### config.mk
export PLATFORM = sky130hd
export DESIGN_NAME = mem_access_ctrl
export DESIGN_NICKNAME = d
export VERILOG_FILES = /design/src/rtl/mem_access_ctrl.sv
export SDC_FILE = /design/constraint.sdc
export NUM_CORES = 1
export LEC_CHECK = 0
export CAP_MARGIN = 20
export CORE_MARGIN = 1
export CORE_UTILIZATION = 45
export DETAILED_ROUTE_END_ITERATION = 6
export GPL_ROUTABILITY_DRIVEN = 0
export PLACE_DENSITY = 0.95
export SLEW_MARGIN = 10
export SYNTH_ARGS = -nofsm -noshare
export SYNTH_HDL_FRONTEND = slang
export SYNTH_SLANG_ARGS = --single-unit
### constraint.sdc
create_clock -name clk -period 5.8 [get_ports clk]
set_input_delay 1.16 -clock clk [delete_from_list [all_inputs] [get_ports clk]]
set_output_delay 1.16 -clock clk [all_outputs]
set_load 0.03 [all_outputs]
### src/rtl/mem_access_ctrl.sv
// Load/store front-end between the MIPS datapath and word-addressed memory.
// Translates byte addresses to word indices, rejects bad accesses, and sequences one strobe per request.
module mem_access_ctrl #(
  parameter int                    ADDR_WIDTH      = 32,
  parameter int                    DATA_WIDTH      = 32,
  parameter logic [ADDR_WIDTH-1:0] SEG_BASE        = 'h0040_0000,
  parameter int                    MEM_DEPTH_WORDS = 1024,
  parameter int                    WAIT_STATES     = 2
) (
  input  logic                  clk,
  input  logic                  reset,
  input  logic                  req_valid,
  output logic                  req_ready,
  input  logic                  req_we,
  input  logic [ADDR_WIDTH-1:0] req_addr,
  input  logic [DATA_WIDTH-1:0] req_wdata,
  output logic                  resp_valid,
  input  logic                  resp_ready,
  output logic [DATA_WIDTH-1:0] resp_rdata,
  output logic                  resp_error,
  output logic                  mem_en,
  output logic                  mem_we,
  output logic [ADDR_WIDTH-1:0] mem_addr,
  output logic [DATA_WIDTH-1:0] mem_wdata,
  input  logic [DATA_WIDTH-1:0] mem_rdata
);

  typedef enum logic [1:0] {IDLE, ACCESS, WAIT, RESP} state_t;

  localparam int                    CNT_W    = (WAIT_STATES > 1) ? $clog2(WAIT_STATES) : 1;
  localparam logic [CNT_W-1:0]      CNT_LOAD = CNT_W'((WAIT_STATES > 0) ? WAIT_STATES - 1 : 0);
  localparam logic [ADDR_WIDTH-1:0] DEPTH    = ADDR_WIDTH'(MEM_DEPTH_WORDS);

  state_t                state;
  logic [CNT_W-1:0]      wait_cnt;
  logic                  lat_we;
  logic [ADDR_WIDTH-1:0] offset;
  logic [ADDR_WIDTH-1:0] idx;
  logic                  addr_err;

  // Offset wraps for addresses below the base, so the explicit below-base test is still needed.
  always_comb begin
    offset   = req_addr - SEG_BASE;
    idx      = offset >> 2;
    addr_err = (req_addr[1:0] != 2'b00) || (req_addr < SEG_BASE) || (idx >= DEPTH);
  end

  assign req_ready = reset && (state == IDLE);

  always_ff @(posedge clk or negedge reset) begin
    if (!reset) begin
      state      <= IDLE;
      wait_cnt   <= '0;
      lat_we     <= 1'b0;
      resp_valid <= 1'b0;
      resp_error <= 1'b0;
      resp_rdata <= '0;
      mem_en     <= 1'b0;
      mem_we     <= 1'b0;
      mem_addr   <= '0;
      mem_wdata  <= '0;
    end else begin
      case (state)
        IDLE: begin
          if (req_valid) begin
            lat_we <= req_we;
            if (addr_err) begin
              resp_valid <= 1'b1;
              resp_error <= 1'b1;
              resp_rdata <= '0;
              state      <= RESP;
            end else begin
              mem_en    <= 1'b1;
              mem_we    <= req_we;
              mem_addr  <= idx;
              mem_wdata <= req_wdata;
              state     <= ACCESS;
            end
          end
        end
        ACCESS: begin
          mem_en <= 1'b0;
          mem_we <= 1'b0;
          if (WAIT_STATES == 0) begin
            resp_valid <= 1'b1;
            resp_rdata <= lat_we ? '0 : mem_rdata;
            state      <= RESP;
          end else begin
            wait_cnt <= CNT_LOAD;
            state    <= WAIT;
          end
        end
        WAIT: begin
          if (wait_cnt == '0) begin
            resp_valid <= 1'b1;
            resp_rdata <= lat_we ? '0 : mem_rdata;
            state      <= RESP;
          end else begin
            wait_cnt <= wait_cnt - CNT_W'(1);
          end
        end
        RESP: begin
          if (resp_ready) begin
            resp_valid <= 1'b0;
            resp_error <= 1'b0;
            resp_rdata <= '0;
            state      <= IDLE;
          end
        end
        default: state <= IDLE;
      endcase
    end
  end

endmodule

Word level (Yosys, flattened, before mapping)
Index checks and enable logic that the tools add are counted.
Operators by class
  add/subtract/negate cells: 2
  $mul: 0
  div/mod/pow operators: 0
  magnitude comparators: 2
  equality and inequality tests: 8
  shift-type cells: 0
  multiplexer cells: 25
  bitwise gates (word level): 1
  reduce and logical (&&, ||, !) cells: 15
Operators by type and width (count)
  $mux W32: 5
  $pmux W32 S3: 1
  $lt A32 B23 Y1 const B: 1
  $sub A32 B23 Y32 const B: 1
  $ge A30 B11 Y1 const B: 1
  $ne A2 B2 Y1 const B: 5
  $mux W1: 9
  $reduce_and A3 Y1: 3
  $mux W2: 4
  $pmux W1 S2: 4
  $pmux W2 S4: 1
  $reduce_bool A2 Y1: 4
  $reduce_and A5 Y1: 1
  $eq A2 B2 Y1 const B: 2
  $reduce_and A4 Y1: 1
  $pmux W1 S3: 1
  $reduce_bool A3 Y1: 1
  $eq A2 B1 Y1 const B: 1
  $logic_not A2 Y1: 1
  $logic_or A1 B1 Y1: 2
  $reduce_and A2 Y1: 1
  $logic_and A1 B1 Y1: 1
  $not A1 Y1: 1
  $sub A1 B1 Y1 const B: 1
Storage, ports and cells
  register bits after elaboration: 102
  latch bits: 0
  memory bits (writable): 0
  bits in read-only memories: 0
  input port bits: 101
  output and inout port bits: 101
  word-level logic and storage cells: 63
  memories: 0

Longest topological paths before layout
Gate-level depths: netlist (run 1).
  depth after elaboration: 6
  depth in mapped cells: 10

Least setup slack after synthesis (run 1)
No wires, ideal clock.
  path type: input to register
  start: in req_addr[22]
  end: reg mem_wdata[27]
  library setup time: 0.125 ns
  data arrival time: 2.779 ns
  slack: 2.896 ns
  cell stages on the path: 9
  buffers on the path: 2
  path through: inv_1 -> ha_1 -> o21ba_2 -> nor2_2 -> o32ai_2 -> nand4_1 -> buf_4 -> buf_6 -> mux2_4
Between the ends
  longest elaborated chain between the ends: 5
Ends and longest elaborated chain
  start: declaration: RTL line 15  | input logic [ADDR_WIDTH-1:0] req_addr,
  $sub A32 B23 Y32 / $lt A32 B23 Y1 (equally long branches): RTL line 43, 45
  $ge A30 B11 Y1 / $logic_or A1 B1 Y1 (equally long branches): RTL line 45  | addr_err = (req_addr[1:0] != 2'b00) || (req_addr < SEG_BASE) || (idx >= DEPTH);
  $logic_or A1 B1 Y1 *: RTL line 45
  $not A1 Y1 (no source line) *
  $reduce_and A3 Y1 (no source line) *
  end signal: assignment: RTL line 76  | mem_wdata <= req_wdata;
  end: declaration: RTL line 24  | output logic [DATA_WIDTH-1:0] mem_wdata,
Every way passes the cells marked *; elsewhere a longest branch is shown, timed or not.
A chain may end at the register's enable or synchronous reset.

Worst setup path after layout (run 1)
  start: in reset
  end: out req_ready
Between the ends
  longest elaborated chain between the ends: 1
Ends and longest elaborated chain
  start: declaration: RTL line 11  | input logic reset,
  $logic_and A1 B1 Y1: RTL line 48  | assign req_ready = reset && (state == IDLE);
  end: declaration: RTL line 13  | output logic req_ready,
No other way between the ends.

==> flow_metrics.env, run 1 <==
export IMPL_cts_tree="done"
export IMPL_p_leak_nw=3.05
export IMPL_cp_slowest_cell="clkdlybuf4s50_1"
export IMPL_area_growth_pct=52.5
export IMPL_hold_viol=0
export IMPL_tns_ns=0
export IMPL_synth_commonest_cells="dfrtp_1, inv_1, mux2_2"
export IMPL_p_switching_mw=0.694
export IMPL_die_area_um2=10100
export IMPL_chipWidth_um=100
export IMPL_synthesis_instances=352
export IMPL_synth_edff_count=0
export IMPL_htreeDepth=3
export IMPL_insertedDiodeCount=0
export IMPL_post_cts_buffers=0
export IMPL_whs_ns=0.494
export IMPL_intPower_mw=1.30
export IMPL_grt_max_degree=69
export IMPL_total_power_mw=2.00
export IMPL_dp_hpwl_um=8130
export IMPL_clkLatencyLatePin_ns=0.36
export IMPL_drv_cap=0
export IMPL_yosys_most_used_dff="dfrtp_1"
export IMPL_p_seq_share_pct=41.0
export IMPL_layout_min_cycle_time_ns=3.62
export IMPL_cp_end_kind="output port"
export IMPL_firstDrtPassIters=4
export IMPL_path_max_fanout=38
export IMPL_vdd_ir_drop_max_v=0.000239
export IMPL_drive_gt1_share_pct=12.9
export IMPL_hold_path_class="register to register"
export IMPL_timing_final_crit_share_pct=62.4
export IMPL_wirelength_um=10700
export IMPL_netlist_top_cell_by_area="dfrtp_1"
export IMPL_ant_nets=0
export IMPL_cts_sinks=102
export IMPL_critPathBufInv=2
export IMPL_rsz0062_at_grt="no"
export IMPL_clockBufferDepth=2
export IMPL_yosys_area_top_type_share_pct=58.5
export IMPL_drc=0
export IMPL_slew_headroom_pct=46.3
export IMPL_cp_start_kind="input pin"
export IMPL_wire_per_inst_um=15.7
export IMPL_pwr_share_comb_pct=37.6
export IMPL_synth_area_top_cells="dfrtp_1, mux2_2, mux2i_1"
export IMPL_fin_nets=660
export IMPL_synth_area_per_cell_um2=12.4
export IMPL_fmax_ghz=0.276
export IMPL_utilization_pct=71.3
export IMPL_status="complete, no violations"
export IMPL_cts_resized=0
export IMPL_grt_use_total_pct=22.1
export IMPL_grt_pass1_wl_um=17200
export IMPL_vias=3344
export IMPL_num_rows=35
export IMPL_netlist_area_um2=4360
export IMPL_grt_pass1_vias=3596
export IMPL_synth_seq_cells=102
export IMPL_skew_ns=0.0180
export IMPL_start_util_pct=46.8
export IMPL_path_cells="buf_4, and2_1, clkdlybuf4s50_1"
export IMPL_post_synth_top_count_cell="dfrtp_1"
export IMPL_antenna_found_initial=0
export IMPL_cts_hold_buf=0
export IMPL_cts_buffers=9
export IMPL_drt_iter0_markers=87
export IMPL_cts_root_buf="clkbuf_8"
export IMPL_crit_required_ns=4.64
export IMPL_slew_viol_final=0
export IMPL_tightest_slew_ns=0.806
export IMPL_worstPathArrival_ns=2.46
export IMPL_die_h_um=100
export IMPL_synth_warning_count=0
export IMPL_pwr_share_clk_pct=21.4
export IMPL_path_class="input pin to output port"
export IMPL_swShare_pct=34.8
export IMPL_port_buffer_count=199
export IMPL_vias_per_cell=4.88
export IMPL_cp_top_family="buffers and inverters"
export IMPL_power_per_cell_area_nw_per_um2=300
export IMPL_grt_overflow=0
export IMPL_ios=202
export IMPL_slowest_delay_ns=0.67
export IMPL_synthArstFlopShare_pct=100
export IMPL_ys_types=37
export IMPL_clk_pin_slew_ns=0.10
export IMPL_fp_coreArea_um2=9330
export IMPL_seq_area_frac_synth_pct=58.5
export IMPL_final_setup_viol_count=0
==> power groups by stage <==
stage / registers (mW) / clock network (mW) / logic, mW
2_1_floorplan: 0.917 / 0 / 0.412
3_3_place_gp: 0.826 / 0 / 0.710
3_5_place_dp: 0.833 / 0 / 0.757
4_1_cts: 0.818 / 0.441 / 0.759
5_1_grt: 0.825 / 0.473 / 0.810
6_report: 0.818 / 0.427 / 0.751
==> worst paths after layout <==
| check | start | to | slack [ns] | depth (start not counted) |
|---|---|---|---|---|
| setup reg to reg | state[0]$_DFFE_PN0P_ | resp_valid$_DFFE_PN0P_ | 3.32 | 8 |
| hold / removal | mem_addr[26]$_DFFE_PN0P_ | mem_addr[26]$_DFFE_PN0P_ | 0.49 | 1 |
| max in group asynchronous | reset | mem_addr[15]$_DFFE_PN0P_ | 3.85 | 2 |
| hold reg to reg | mem_addr[26]$_DFFE_PN0P_ | mem_addr[26]$_DFFE_PN0P_ | 0.49 | 1 |
| min in group asynchronous | reset | resp_rdata[30]$_DFFE_PN0P_ | 0.74 | 1 |
| setup / recovery | reset | req_ready | 2.18 | 3 |
==> state kept, by name, indices dropped and copies added, names as in the netlist <==
name / cells
resp_valid: 1
state: 2
mem_we: 1
mem_wdata: 32
lat_we: 1
resp_error: 1
wait_cnt: 1
mem_en: 1
resp_rdata: 32
mem_addr: 30
==> worst reg2reg max path: stages, from the launching register on <==
cell and delay, ns:
dfrtp_1 0.42, inv_1 0.12, ha_1 0.32, nand2b_1 0.14, o21ai_0 0.12, a21o_1 0.24
nor3_4 0.16, buf_4 0.47, mux2_1 0.39
==> final cells by class <==
type                            instances  area (um2)
Fill cell                             669        2680
Clock inverter                          6        50.0
Clock buffer                           10         138
Inverter                               41         154
Timing Repair Buffer                  203        2040
Sequential cell                       102        2550
Tap cell                              129         161
Multi-Input combinational cell        194        1560
==> layer usage <==
metal,wire [um],global-route usage (%),up-vias
met4,231,9.14,0
met1,4330,26.1,1627
li1,-,-,1550
met5,0,0,-
met2,5390,37.6,146
met3,792,6.66,21
==> layout by cell type (no fill, tap or decap), types with 2 or more instances in the layout <==
| cell type | count |
|---|---|
| and2_1 | 20 |
| nor4_1 | 6 |
| dfrtp_1 | 102 |
| inv_6 | 3 |
| conb_1 | 2 |
| a31oi_1 | 2 |
| mux2i_1 | 34 |
| nor2_1 | 3 |
| ha_1 | 8 |
| clkdlybuf4s50_1 | 198 |
| mux2_4 | 4 |
| clkbuf_8 | 10 |
| nor4b_1 | 4 |
| nand4_1 | 3 |
| inv_1 | 41 |
| buf_4 | 4 |
| a21oi_1 | 3 |
| nand2_1 | 38 |
| nor2b_1 | 2 |
| mux2_2 | 39 |
| o211ai_1 | 2 |
| o21ai_0 | 6 |
| nand3_1 | 3 |
==> cell families (layout without fill, tap and decap cells) <==
group,count (synthesis),count (layout),share of synthesized area (%)
flops,102,102,58.5
simple gates,87,87,10.7
mux,78,78,19.5
buf+inv,57,260,5.94
compound gates,18,18,2.75
fa+ha+maj,8,8,2.29
other cells,1,2,0.0860
xor+xnor,1,1,0.201
==> through the flow <==
| stage | instances | area, um2 | setup slack (ns) |
|---|---|---|---|
| 2_1_floorplan | 353 | 4370 | 2.90 |
| 3_3_place_gp | 668 | 6440 | 2.08 |
| 3_5_place_dp | 669 | 6460 | 1.96 |
| 4_1_cts | 685 | 6650 | 2.14 |
| 5_1_grt | 685 | 6650 | 2.07 |
| 6_report | 685 | 6650 | 2.18 |
Power figures use the tool's default switching activity.
==> run 2, diff against run 1 <==
- CORE_UTILIZATION: 45 -> 41
- PLACE_DENSITY: 0.95 -> 0.9
- clock period: 5.8 -> 3.5 ns (I/O delays scaled with it)
==> run 2 against run 1 <==
Core utilization down 6.3 points. Register-to-register slack worse by 2.2 ns. Non-clock buffer count up 1. Flip-flop and latch count unchanged. Cell count up 1.2%. Combinational power up 61%. Power up 71%. Setup slack worse by 1.5 ns. Hold slack worse by 0.067 ns. Routed wire length down 2.8%.
==> flow_metrics.env, run 2 (synthesis gave the netlist of run 1 again) <==
export IMPL_status="complete, no violations"
export IMPL_place_area_um2=6470
export IMPL_ant_nets=0
export IMPL_post_place_ws_ns=0.280
export IMPL_post_cts_buffers=0
export IMPL_layout_common_cells="clkdlybuf4s50_1, dfrtp_1, inv_1"
export IMPL_firstDrtPassIters=4
export IMPL_skew_ns=0.0147
export IMPL_intPower_mw=2.27
export IMPL_pwr_share_comb_pct=35.3
export IMPL_ios=202
export IMPL_critPathBufInv=3
export IMPL_grt_pass1_vias=3489
export IMPL_largestRegisters="mem_wdata (32), resp_rdata (32), mem_addr (30)"
export IMPL_timing_final_crit_share_pct=81.6
export IMPL_layout_min_cycle_time_ns=2.86
export IMPL_swShare_pct=33.7
export IMPL_area_growth_pct=53.8
export IMPL_grt_pass1_wl_um=16800
export IMPL_p_switching_mw=1.15
export IMPL_grt_overflow=0
export IMPL_antenna_found_initial=0
export IMPL_cp_end_kind="register"
export IMPL_seq_area_um2=2550
export IMPL_crit_required_ns=3.76
export IMPL_path_class="input pin to register"
export IMPL_vias=3331
export IMPL_slowest_delay_ns=0.52
export IMPL_slew_headroom_pct=50.8
export IMPL_clockBufferDepth=2
export IMPL_power_per_cell_area_nw_per_um2=509
export IMPL_grt_use_total_pct=19.2
export IMPL_drive_gt1_share_pct=13.1
export IMPL_whs_ns=0.427
export IMPL_path_max_fanout=32
export IMPL_cp_slowest_cell="clkdlybuf4s50_1"
export IMPL_cp_top_family="buffers and inverters"
export IMPL_clkLatencyLatePin_ns=0.36
export IMPL_cts_root_buf="clkbuf_8"
export IMPL_drt_iter0_markers=113
export IMPL_clk_pin_slew_ns=0.11
export IMPL_slew_viol_final=0
export IMPL_hold_path_class="input pin to asynchronous set/reset pin"
export IMPL_cts_sinks=102
export IMPL_final_setup_viol_count=0
export IMPL_fmax_ghz=0.350
export IMPL_path_cells="clkdlybuf4s50_1, inv_1, ha_1, o21ba_2, o21ai_0, o21ai_1, and4_4, nor3_4, buf_4, mux2i_1"
export IMPL_rsz0062_at_grt="no"
export IMPL_tightest_slew_ns=0.738
export IMPL_fin_area_um2=6710
export IMPL_cts_resized=0
export IMPL_cp_start_kind="input pin"
export IMPL_p_leak_nw=3.08
export IMPL_chipWidth_um=105
export IMPL_cts_tree="done"
export IMPL_vdd_ir_drop_max_v=0.000309
export IMPL_multi_input_area_um2=1560
export IMPL_num_rows=37
export IMPL_hold_viol=0
export IMPL_worst_slack_ns=0.643
export IMPL_tns_ns=0
export IMPL_drc=0
export IMPL_htreeDepth=3
export IMPL_pwr_share_clk_pct=25.1
export IMPL_p_seq_share_pct=39.6
export IMPL_fp_coreArea_um2=10300
export IMPL_die_area_um2=11100
export IMPL_final_common_cell="clkdlybuf4s50_1"
export IMPL_grt_max_degree=69
export IMPL_wirelength_um=10400
export IMPL_dp_hpwl_um=7770
export IMPL_worstPathArrival_ns=3.12
export IMPL_start_util_pct=42.2
export IMPL_cts_buffers=9
export IMPL_cts_hold_buf=0
export IMPL_wire_per_inst_um=15.1
export IMPL_num_fill_cells=784
export IMPL_port_buffer_count=199
export IMPL_vias_per_cell=4.81
export IMPL_fin_nets=661
export IMPL_utilization_pct=65.0
export IMPL_drv_cap=0
export IMPL_die_h_um=105
export IMPL_insertedDiodeCount=0
==> run 2: changes by cell type in the layout (fill, tap and decap cells not counted), sizes merged <==
cell / change
clkinvlp: -1
clkinv: +1
clkbuf: -1
inv: -1
buf: +1
bufinv: +2
==> run 2: final timing paths <==
check	start	to	slack (ns)	depth (start not counted)
hold reg to reg	mem_addr[27]$_DFFE_PN0P_	mem_addr[27]$_DFFE_PN0P_	0.50	1
setup / recovery	req_addr[22]	resp_rdata[31]$_DFFE_PN0P_	0.64	10
max in group asynchronous	reset	mem_addr[16]$_DFFE_PN0P_	1.91	3
setup reg to reg	state[0]$_DFFE_PN0P_	resp_rdata[31]$_DFFE_PN0P_	1.15	8
hold / removal	reset	resp_rdata[14]$_DFFE_PN0P_	0.43	2
min in group clk	mem_addr[27]$_DFFE_PN0P_	mem_addr[27]$_DFFE_PN0P_	0.50	1
==> run 2: cell type report <==
class	count	share of cell area [%]
clock inverter	7	1.70
timing repair buffer	204	30.4
tap	136	2.54
clock buffer	9	1.85
multi-input combinational	194	23.2
inverter	41	2.29
sequential	102	38.0
==> run 2: metal layers <==
| metal | up-vias | wire length (um) | part of all wire, % | track usage (%) |
|---|---|---|---|---|
| met4 | 0 | 158 | 1.5 | 6.14 |
| met1 | 1616 | 4440 | 43 | 23.7 |
| met5 | - | 0 | 0 | 0 |
| met3 | 13 | 804 | 7.7 | 5.49 |
| met2 | 144 | 5040 | 48 | 32.6 |
| li1 | 1558 | - | - | - |
==> run 2: power groups by stage <==
stage	Clock (mW)	Combinational, mW	Sequential [mW]
2_1_floorplan	0	0.683	1.52
3_3_place_gp	0	1.18	1.37
3_5_place_dp	0	1.22	1.38
4_1_cts	0.881	1.22	1.35
5_1_grt	0.925	1.30	1.37
6_report	0.857	1.21	1.35
==> run 2: through the flow <==
step / std cells / power, mW
final: 693 / 3.42
after CTS: 693 / 3.46
after global routing: 693 / 3.59
after detailed placement: 677 / 2.60
after floorplan: 353 / 2.20
after global placement: 677 / 2.55
==> run 2: worst reg2reg max path: cells and delay by family (launching register included) <==
family                     cells  cell delay, ns
muxes                          1            0.28
and+or+nand+nor                2            0.32
adders and majority gates      1            0.31
buffers and inverters          2            0.58
AOI/OAI and AO/OA              2            0.37
DFF                            1            0.42
==> run 3, diff against run 2 <==
- CORE_UTILIZATION: 41 -> 37
- PLACE_DENSITY: 0.9 -> 0.86
- clock period: 3.5 -> 2.4 ns (I/O delays scaled with it)
==> run 3 against run 2 <==
Setup slack lost 0.54 ns. Sequential power is 46% higher. First-iteration DRC count fell by 27%. Clock power grew 70%. Via count up 1.9%. Core utilization decreased by 2.7 points. Clock-buffer cell count unchanged. Cell area increased by 6.5%. Die area increased by 11%. Sequential share of layout area decreased by 2.3 points. Flip-flop and latch count did not move. Routed wire length increased by 11%.
==> flow_metrics.env, run 3 (synthesis gave the netlist of run 1 again) <==
export IMPL_status="complete, no violations"
export IMPL_path_class="input pin to register"
export IMPL_drt_iter0_markers=83
export IMPL_instances_no_fill=720
export IMPL_hold_path_class="input pin to asynchronous set/reset pin"
export IMPL_use_met2_pct=30.1
export IMPL_cts_root_buf="clkbuf_16"
export IMPL_worst_slack_ns=0.106
export IMPL_clockBufferDepth=2
export IMPL_crit_required_ns=2.65
export IMPL_wire_per_inst_um=16.0
export IMPL_cts_tree="done"
export IMPL_slew_viol_final=0
export IMPL_tightest_slew_ns=0.665
export IMPL_vias_per_cell=4.71
export IMPL_grt_overflow=0
export IMPL_path_max_fanout=8
export IMPL_ant_nets=0
export IMPL_cts_sinks=102
export IMPL_clk_pin_slew_ns=0.07
export IMPL_insertedDiodeCount=0
export IMPL_area_growth_pct=63.8
export IMPL_grt_use_total_pct=17.8
export IMPL_grt_pass1_vias=3560
export IMPL_cp_start_kind="input pin"
export IMPL_antenna_found_initial=0
export IMPL_grt_pass1_wl_um=17500
export IMPL_p_leak_nw=3.30
export IMPL_final_common_cell="clkdlybuf4s50_1"
export IMPL_fp_coreArea_um2=11500
export IMPL_tns_ns=0
export IMPL_utilization_pct=62.3
export IMPL_cp_end_kind="register"
export IMPL_wirelength_um=11600
export IMPL_worstPathArrival_ns=2.55
export IMPL_post_place_ws_ns=-0.352
export IMPL_fmax_ghz=0.436
export IMPL_skew_ns=0.0117
export IMPL_firstDrtPassIters=5
export IMPL_chipWidth_um=111
export IMPL_grt_max_degree=60
export IMPL_vdd_ir_drop_max_v=0.000675
export IMPL_vias=3393
export IMPL_cts_hold_buf=0
export IMPL_whs_ns=0.284
export IMPL_port_buffer_count=199
export IMPL_power_per_cell_area_nw_per_um2=777
export IMPL_start_util_pct=38.0
export IMPL_layout_common_cells="clkdlybuf4s50_1, dfrtp_1, inv_1"
export IMPL_drc=0
export IMPL_dp_hpwl_um=7820
export IMPL_fin_nets=682
export IMPL_hold_viol=0
export IMPL_die_h_um=111
export IMPL_grtUsageMet1_pct=20.4
export IMPL_num_rows=39
export IMPL_top_usage_layer="met2"
export IMPL_num_fill_cells=883
export IMPL_post_place_cells=696
export IMPL_final_setup_viol_count=0
export IMPL_cts_buffers=9
export IMPL_rsz0062_at_grt="no"
export IMPL_timing_final_crit_share_pct=95.6
export IMPL_drv_cap=0
export IMPL_use_met3_pct=6.20
export IMPL_drive_gt1_share_pct=17.9
export IMPL_slew_headroom_pct=55.6
export IMPL_layout_min_cycle_time_ns=2.29
export IMPL_clkLatencyLatePin_ns=0.34
export IMPL_ios=202
export IMPL_die_area_um2=12200
export IMPL_htreeDepth=3
export IMPL_largestRegisters="mem_wdata (32), resp_rdata (32), mem_addr (30)"
run 3: cell types whose count changed in the layout (fill, tap and decap cells not counted), moves of 3 or more:
cell	change
clkbuf_8	-9
clkdlybuf4s50_1	-3
nor4b_1	-4
clkbuf_16	+13
buf_6	+3
nor4b_2	+4
buf_4	+11
buf_12	+3
run 3: area by class of cell:
cell class	count	area [um2]	share of cell area, %
sequential	102	2550	35.7
timing repair buffer	225	2320	32.5
multi-input combinational	194	1640	22.9
clock buffer	9	225	3.15
tap	143	179	2.50
inverter	41	154	2.15
clock inverter	6	76.3	1.07
run 3: timing repair:
| action | 4_1_cts | 5_1_grt |
|---|---|---|
| gates resized for setup | 1 | 23 |
| setup endpoints to repair | 1 | 97 |
| pin swaps | 0 | 6 |
| setup buffers | 0 | 3 |
| cloned | 0 | 6 |
run 3: final timing paths:
kind,startpoint,endpoint,slack (ns),cells past startpoint
min in group clk,req_addr[22],mem_addr[20]$_DFFE_PN0P_,0.42,2
max in group asynchronous,reset,mem_addr[16]$_DFFE_PN0P_,1.07,3
worst max-delay path,req_addr[25],resp_rdata[11]$_DFFE_PN0P_,0.11,9
worst min register to register,mem_addr[26]$_DFFE_PN0P_,mem_addr[26]$_DFFE_PN0P_,0.49,1
worst max register to register,state[0]$_DFFE_PN0P_,resp_rdata[11]$_DFFE_PN0P_,0.34,9
worst min-delay path,reset,mem_wdata[11]$_DFFE_PN0P_,0.28,2
run 3: metal layers:
layer	up-vias	part of all wire [%]	wire length (um)
met3	15	7.8	897
met2	136	52	6000
met5	-	0	0
met4	0	1.3	152
met1	1644	39	4500
li1	1598	-	-
run 3: per-stage QoR:
stage | total power, mW | area [um2]
3_3_place_gp | 3.79 | 6600
5_1_grt | 5.85 | 7140
2_1_floorplan | 3.21 | 4370
4_1_cts | 5.33 | 6900
6_report | 5.55 | 7140
3_5_place_dp | 3.86 | 6600
run 3: critical path: stages:
cell and delay (ns):
clkdlybuf4s50_1 0.45, or3_4 0.44, nor2_4 0.14, o32ai_4 0.10, and4_4 0.22, nor3_4 0.18
buf_6 0.16, buf_12 0.15, mux2i_2 0.23
run 3: where the power goes:
group | internal [mW] | switching [mW] | total (mW)
Sequential | 1.88 | 0.0926 | 1.97
Combinational | 1.04 | 1.07 | 2.12
Clock | 0.823 | 0.640 | 1.46
